--- src/rtl/bcd_seq_ctrl.sv ---
// Sequential 16-bit binary to 5-digit BCD converter (shift/add-3)
// with a free-running multiplexed display scanner and leading-zero blanking.
// Ports:
//   clk, rst           clock, synchronous active-high reset
//   start, bin[15:0]   conversion request and operand (captured in IDLE)
//   busy, done         conversion in progress, 1-cycle completion pulse
//   bcd[19:0]          last completed result, digit 4 in [19:16]
//   digit_sel[4:0]     one-hot digit enable
//   digit_val[3:0]     BCD value of the selected digit
//   blank              selected digit is a suppressed leading zero
module bcd_seq_ctrl #(
  parameter int SCAN_DIV = 50000
) (
  input  logic        clk,
  input  logic        rst,
  input  logic        start,
  input  logic [15:0] bin,
  output logic        busy,
  output logic        done,
  output logic [19:0] bcd,
  output logic [4:0]  digit_sel,
  output logic [3:0]  digit_val,
  output logic        blank
);

  localparam int CW = (SCAN_DIV > 2) ? $clog2(SCAN_DIV) : 1;
  localparam logic [CW-1:0] SCAN_LAST = CW'(SCAN_DIV - 1);

  typedef enum logic {IDLE, SHIFT} state_t;

  state_t      state_q;
  logic [15:0] sr_q;
  logic [19:0] acc_q;
  logic [4:0]  bit_q;
  logic        busy_q;
  logic        done_q;
  logic [19:0] bcd_q;

  logic [CW-1:0] scan_q;
  logic [2:0]    idx_q;
  logic [4:0]    sel_q;
  logic [3:0]    val_q;
  logic          blank_q;

  logic [19:0] adj;
  logic [19:0] acc_d;
  logic [15:0] sr_d;

  logic [2:0] idx_d;
  logic [4:0] sel_d;
  logic [3:0] val_d;
  logic       blank_d;

  // add-3 correction before the shift keeps each nibble in 0..9
  always_comb begin
    adj = acc_q;
    for (int i = 0; i < 5; i++) begin
      if (acc_q[4*i +: 4] >= 4'd5)
        adj[4*i +: 4] = acc_q[4*i +: 4] + 4'd3;
    end
    {acc_d, sr_d} = {adj, sr_q} << 1;
  end

  always_comb begin
    idx_d = (idx_q == 3'd4) ? 3'd0 : idx_q + 3'd1;
    sel_d = 5'b00001 << idx_d;
    case (idx_d)
      3'd0:    val_d = bcd_q[3:0];
      3'd1:    val_d = bcd_q[7:4];
      3'd2:    val_d = bcd_q[11:8];
      3'd3:    val_d = bcd_q[15:12];
      3'd4:    val_d = bcd_q[19:16];
      default: val_d = 4'd0;
    endcase
    // blank only if this nibble and every more significant one is zero
    blank_d = (idx_d != 3'd0);
    for (int i = 0; i < 5; i++) begin
      if (i >= int'(idx_d) && bcd_q[4*i +: 4] != 4'd0)
        blank_d = 1'b0;
    end
  end

  always_ff @(posedge clk) begin
    if (rst) begin
      state_q <= IDLE;
      sr_q    <= '0;
      acc_q   <= '0;
      bit_q   <= '0;
      busy_q  <= 1'b0;
      done_q  <= 1'b0;
      bcd_q   <= '0;
    end else begin
      done_q <= 1'b0;
      case (state_q)
        IDLE: begin
          if (start) begin
            sr_q    <= bin;
            acc_q   <= '0;
            bit_q   <= '0;
            busy_q  <= 1'b1;
            state_q <= SHIFT;
          end
        end
        SHIFT: begin
          sr_q  <= sr_d;
          acc_q <= acc_d;
          bit_q <= bit_q + 5'd1;
          if (bit_q == 5'd15) begin
            bcd_q   <= acc_d;
            busy_q  <= 1'b0;
            done_q  <= 1'b1;
            state_q <= IDLE;
          end
        end
        default: state_q <= IDLE;
      endcase
    end
  end

  always_ff @(posedge clk) begin
    if (rst) begin
      scan_q  <= '0;
      idx_q   <= '0;
      sel_q   <= 5'b00001;
      val_q   <= '0;
      blank_q <= 1'b0;
    end else if (scan_q == SCAN_LAST) begin
      scan_q  <= '0;
      idx_q   <= idx_d;
      sel_q   <= sel_d;
      val_q   <= val_d;
      blank_q <= blank_d;
    end else begin
      scan_q <= scan_q + CW'(1);
    end
  end

  assign busy      = busy_q;
  assign done      = done_q;
  assign bcd       = bcd_q;
  assign digit_sel = sel_q;
  assign digit_val = val_q;
  assign blank     = blank_q;

endmodule

--- config.mk ---
export PLATFORM = sky130hd
export DESIGN_NAME = bcd_seq_ctrl
export DESIGN_NICKNAME = d
export VERILOG_FILES = /design/src/rtl/bcd_seq_ctrl.sv
export SDC_FILE = /design/constraint.sdc
export NUM_CORES = 1
export LEC_CHECK = 0
export BUFFER_PORTS_ARGS = -buffer_cell sky130_fd_sc_hd__buf_2
export CAP_MARGIN = 20
export CORE_ASPECT_RATIO = 0.6
export CORE_UTILIZATION = 40
export CTS_BUF_LIST = sky130_fd_sc_hd__clkbuf_4 sky130_fd_sc_hd__clkbuf_8
export DETAILED_ROUTE_END_ITERATION = 16
export PLACE_DENSITY_LB_ADDON = 0.08
export SYNTH_ARGS = -nofsm -noshare
export SYNTH_HDL_FRONTEND = slang
export SYNTH_SLANG_ARGS = --single-unit
export TNS_END_PERCENT = 30
--- constraint.sdc ---
create_clock -name clk -period 2.4 [get_ports clk]
set_input_delay 0.36 -clock clk [delete_from_list [all_inputs] [get_ports clk]]
set_output_delay 0.36 -clock clk [all_outputs]
set_load 0.01 [all_outputs]
==> flow_summary.toml, run 1 <==
[layout]
area_growth_pct = 12.2
drive_above_1_share = 0.136
stdcell_area_um2 = 4930
layout_commonest_cell = "dfxtp_1"
layout_common_cells = "92 x dfxtp_1, 89 x nor2_1, 60 x nand2_1, 57 x a21oi_1, 50 x buf_2"
diodes = 0
finalNetCount = 604

[logic_synthesis]
yosysTopAreaCellShare = 0.423
yosys_warnings = 0
yosysSeqAreaShare = 0.423
syn_area_um2 = 4400
synth_top_area_cell = "dfxtp_1"
syn_nets = 567
ys_types = 43
synth_area_per_cell_um2 = 8.28
ys_ff_latch = 93
synthTopCellsByArea = "dfxtp_1 42%, nor2_1 7.6%, a21oi_1 6.5%, mux2i_1 5.9%, nand2_1 5.1%"
netlist_instances = 531

[worst_setup_path]
start_kind = "flip-flop"
critPathArrivalTime_ns = 2.48
path_max_fanout = 13
critPathCaptureType = "flip-flop"
cp.required_ns = 2.66
worstSetupPathType = "reg2reg"

[power]
powerDensity_nw_per_um2 = 551
p_leak_nw = 1.98
sw_frac_of_total = 0.248
p_clk_frac = 0.357
combPwrFrac = 0.057
seq_power_share = 0.585
ir_drop_uv = 269
p_int_mw = 2.04
p_switching_mw = 0.674

[job]
cap_violations = 0

[grt]
grt_use_total = 0.189
grt_first_pass_wirelength_mm = 16.9
grt_pass1_vias = 3420
overflow = 0
antenna_found_initial = 0
grt_max_degree = 62

[cts]
post-cts-setup-buffer-count = 0
cts.sinks = 93
cts.hold.buffers_added = 0
cts_tree = "yes"
cts.repair.resized = 0
cts_buffer_depth = 2
cts-htree-levels = 3
cts_buffers = 9
cts-root-buf = "clkbuf_8"
clk_pin_slew_ns = 0.09
clock_latency_ns = 0.37

[drt]
viasPerCell = 5.15
drt_iter0_drc = 202
antenna_left = 0
via_count = 3664
firstDrtPassIters = 4
drt_wl_total_mm = 10.0
route.detailed.drc = 0
wl_per_cell_um = 14.0

[floorplan]
die_h_um = 83.2
die_w_um = 137
floorplan.initialDensity = 0.414
rows = 29
fp.coreArea_um2 = 10600
floorplan.die_area_um2 = 11400
io-pin-count = 51

[timing]
slew-limit-headroom = 0.481
finalSetupTns_ns = 0
worst_pin_slew_ns = 0.776
max_freq_ghz = 0.452
rsz0062_at_grt = "false"
timing.final.hold_violations = 0
finalCritPeriodShare = 0.922
setup-violations-final = 0
period_minus_slack_ns = 2.21
clock_skew_ns = 0.00567
slew_violations = 0

[min_path]
hold_path.class = "in2reg"

[placed_design]
hpwl_mm = 7.02
placed_cell_area_um2 = 4750
port_buffers = 50
place.gp.congestion = 0.931

[status]
status = "finished clean"
routing by layer:
layer | part of all wire | GRT usage
met2 | 0.40 | 0.270
met3 | 0.059 | 0.0470
met4 | 0.013 | 0.0529
met5 | 0 | 0
met1 | 0.52 | 0.277
final timing paths:
path / from / to / slack, ns / cells past startpoint
setup / recovery: idx_q[0] / digit_val[2] / 0.19 / 7
hold / removal: bin[0] / sr_q[0] / 0.28 / 3
hold reg to reg: digit_sel[3] / digit_sel[3] / 0.48 / 1
setup reg to reg: idx_q[0] / digit_val[2] / 0.19 / 7
Yosys cell counts:
cell type  count
nor2_1        89
nor2_2         1
dfxtp_1       93
and3_1         5
nor3_1        14
clkbuf_1      16
xor2_1         7
nor3_2         2
nor4bb_1       1
o31a_1         1
nand4_1        4
ha_1          17
and2_1         2
a311oi_1       5
inv_1         15
buf_2          5
or2_1          1
o21ai_0       13
a32o_1         4
a32oi_1        4
a22o_1         6
a31oi_1        1
and4b_1        1
nor4_1         5
and3b_1        1
buf_6          2
buf_1          7
nand2b_1      11
nor2b_1        6
nand2_1       60
nand3_1        5
nor3b_4        1
or3_1          2
a21oi_1       57
xnor2_1       12
o22ai_1        1
nor3b_1        8
o21ai_1        2
o221ai_1       4
a21o_1         8
o211ai_1       5
mux2i_1       26
nand3b_1       1
cells by family after synthesis:
family                   Yosys count  synth area share
AND/OR/NAND/NOR                  220             0.232
buffers and inverters             45            0.0432
multiplexers                      26            0.0592
XOR/XNOR                          19            0.0378
adder cells (fa/ha/maj)           17            0.0484
flip-flops                        93             0.423
AO/OA/AOI/OAI                    111             0.156
per-stage QoR:
stage / hold WS (ns) / setup slack (ns) / total power, mW / cells / utilization
after floorplan: 0.430 / 0.464 / 1.74 / 531 / -
after global placement: 0.443 / 0.291 / 1.78 / 696 / 0.447
after detailed placement: 0.458 / 0.195 / 1.78 / 696 / 0.447
after CTS: 0.262 / 0.173 / 2.77 / 712 / 0.464
after global routing: 0.269 / 0.0635 / 2.86 / 712 / 0.464
final: 0.281 / 0.187 / 2.72 / 712 / 0.464
state kept, by name, indices dropped and copies added (netlist names):
signal     count
sr_q          16
blank          1
busy           1
done           1
state_q        1
bcd           20
scan_q        16
acc_q         20
bit_q          5
digit_sel      5
digit_val      4
idx_q          3
area by class of cell:
| class | instances | area [µm²] |
|---|---|---|
| Fill cell | 1118 | 5700 |
| Clock buffer | 11 | 145 |
| Clock inverter | 5 | 36.3 |
| Timing Repair Buffer | 56 | 308 |
| Multi-Input combinational cell | 393 | 2350 |
| Sequential cell | 93 | 1860 |
| Inverter | 15 | 56.3 |
| Tap cell | 139 | 174 |
worst max-delay path, cell delays in order (launching register included):
cell      delay [ns]
dfxtp_1         0.47
inv_1           0.13
ha_1            0.64
nor2b_1         0.20
o211ai_1        0.14
o221ai_1        0.16
a21o_1          0.18
a22o_1          0.19
power by group through the flow:
stage          combinational (mW)  sequential (mW)  clock (mW)
2_1_floorplan               0.121             1.62           0
3_5_place_dp                0.157             1.63           0
6_report                    0.156             1.59       0.971
5_1_grt                     0.179             1.60        1.08
4_1_cts                     0.158             1.59        1.03
3_3_place_gp                0.156             1.63           0
No activity file was read; power rests on OpenSTA's default activity.
==> run 2: changes to the inputs <==
==> constraint.sdc (replaced) <==
create_clock -name clk -period 2 [get_ports clk]
set_input_delay 0.3 -clock clk [delete_from_list [all_inputs] [get_ports clk]]
set_output_delay 0.3 -clock clk [all_outputs]
set_load 0.01 [all_outputs]
==> run 2 against run 1 <==
Effect of this change:
- global-route usage is 0.14 points higher
- register-to-register slack worse by 0.07 ns
- flip-flop and latch count stayed put
- die area stayed put
- design area is 1.9% higher
- setup slack worse by 0.074 ns
- clock power is 22% higher
- utilization is 0.89 points higher
- via count is 0.19% higher
- wire length hardly changed
- sequential share of layout area is 0.69 points lower
- largest power group unchanged
==> flow_summary.toml, run 2 (synthesis gave the netlist of run 1 again) <==
[status]
status = "finished clean"

[cts]
cts.sinks = 93
post-cts-setup-buffer-count = 0
cts_buffers = 9
cts-root-buf = "clkbuf_8"
cts.hold.buffers_added = 0
cts_buffer_depth = 2
clk_pin_slew_ns = 0.09
cts-htree-levels = 3
clock_latency_ns = 0.37
cts_tree = "yes"

[drt]
antenna_left = 0
wl_per_cell_um = 13.9
route.detailed.drc = 0
drt_wl_total_mm = 9.99
viasPerCell = 5.10
firstDrtPassIters = 5
drt_iter0_drc = 176
via_count = 3671

[job]
cap_violations = 0

[power]
p_clk_frac = 0.360
combPwrFrac = 0.060
ir_drop_uv = 288
p_switching_mw = 0.799
p_int_mw = 2.49
sw_frac_of_total = 0.243
powerDensity_nw_per_um2 = 653
p_leak_nw = 2.04
seq_power_share = 0.580

[layout]
area_growth_pct = 14.3
n_fill_cell = 1055
final_cells = 720
multi_input_area_um2 = 2370
diodes = 0
layout_commonest_cell = "dfxtp_1"
layout_common_cells = "91 x dfxtp_1, 89 x nor2_1, 60 x nand2_1, 56 x a21oi_1, 50 x buf_2"
drive_above_1_share = 0.158
utilization = 0.473
seq_area_um2 = 1860
finalNetCount = 613

[worst_setup_path]
cp.required_ns = 2.27
critPathArrivalTime_ns = 2.16
reg2reg_slack_ns = 0.11
worstSetupPathType = "reg2reg"
rr_worst_depth = 7
timing.rr.end = "digit_val[2]"
reg2reg_from = "idx_q[0]"
start_kind = "flip-flop"
path_max_fanout = 7
critPathCaptureType = "flip-flop"

[min_path]
holdPathStages = 3
min_from = "bin[0]"
min_to = "sr_q[0]"
hold_path.class = "in2reg"

[grt]
grt_pass1_vias = 3341
overflow = 0
grt_max_degree = 53
grt_first_pass_wirelength_mm = 17.0
grt_use_total = 0.190
antenna_found_initial = 0

[timing]
finalCritPeriodShare = 0.943
setup-violations-final = 0
slew_violations = 0
slew-limit-headroom = 0.624
timing.final.hold_violations = 0
period_minus_slack_ns = 1.89
max_freq_ghz = 0.530
worst_pin_slew_ns = 0.558
clock_skew_ns = 0.00988
rsz0062_at_grt = "false"
finalSetupTns_ns = 0

[floorplan]
die_w_um = 137
fp.coreArea_um2 = 10600
floorplan.initialDensity = 0.414
rows = 29
io-pin-count = 51
die_h_um = 83.2
floorplan.die_area_um2 = 11400

[placed_design]
place.gp.congestion = 0.941
port_buffers = 50
hpwl_mm = 7.07
post-place-cells = 705
[run 2: cell count changes in the layout (fill, tap and decap cells not counted), sizes merged]
cell      previous run  this run
clkbuf              11        12
buf                 56        65
clkinvlp             3         1
[run 2: how the worst max path moves through the flow]
stage	cells past startpoint	from	endpoint
CTS	6	idx_q[0]	digit_val[2]
detailed placement	7	idx_q[0]	digit_val[0]
global placement	7	idx_q[0]	digit_val[0]
finish	7	idx_q[0]	digit_val[2]
floorplan	7	idx_q[0]	digit_val[1]
global route	6	idx_q[0]	blank
[run 2: final cells by class]
class,instances,area share
multi-input cells,393,0.471
repair buffers,65,0.0771
inverters,15,0.0112
clock inverters,3,0.00423
clock buffers,12,0.0316
well taps,139,0.0346
flip-flops and latches,93,0.371
[run 2: what timing repair did]
action	in CTS	in global routing
cloned	0	0
endpoints found under the hold margin	0	0
resized for setup	1	6
setup endpoints to repair	1	12
[run 2: critical path: stages (launching register included)]
cell	delay, ns
dfxtp_2	0.38
inv_1	0.09
ha_2	0.39
buf_4	0.19
mux2i_1	0.19
o221ai_1	0.17
a21o_1	0.18
a22o_1	0.19
[run 2: power groups by stage]
stage                     clock network [mW]  registers (mW)  logic (mW)
after floorplan                            0            1.94       0.145
after global placement                     0            1.95       0.195
after detailed placement                   0            1.95       0.197
after CTS                               1.24            1.91       0.199
after global routing                    1.31            1.91       0.225
final                                   1.18            1.91       0.197
[run 2: layer usage]
metal | global-route usage | share of wire | vias up | routed length [µm]
met4 | 0.0579 | 0.010 | 0 | 100
li1 | - | - | 1918 | -
met2 | 0.256 | 0.38 | 68 | 3840
met5 | 0 | 0 | - | 0
met3 | 0.0470 | 0.048 | 10 | 476
met1 | 0.290 | 0.56 | 1675 | 5570
[run 2: stage by stage]
step	total power, mW	area, µm²	hold WS, ns	setup WS, ns
final	3.29	5030	0.219	0.114
after global routing	3.45	5030	0.248	0.0125
after detailed placement	2.15	4830	0.447	0.0172
after global placement	2.14	4830	0.445	0.0620
after floorplan	2.08	4400	0.430	0.0643
after CTS	3.34	5010	0.205	0.0299
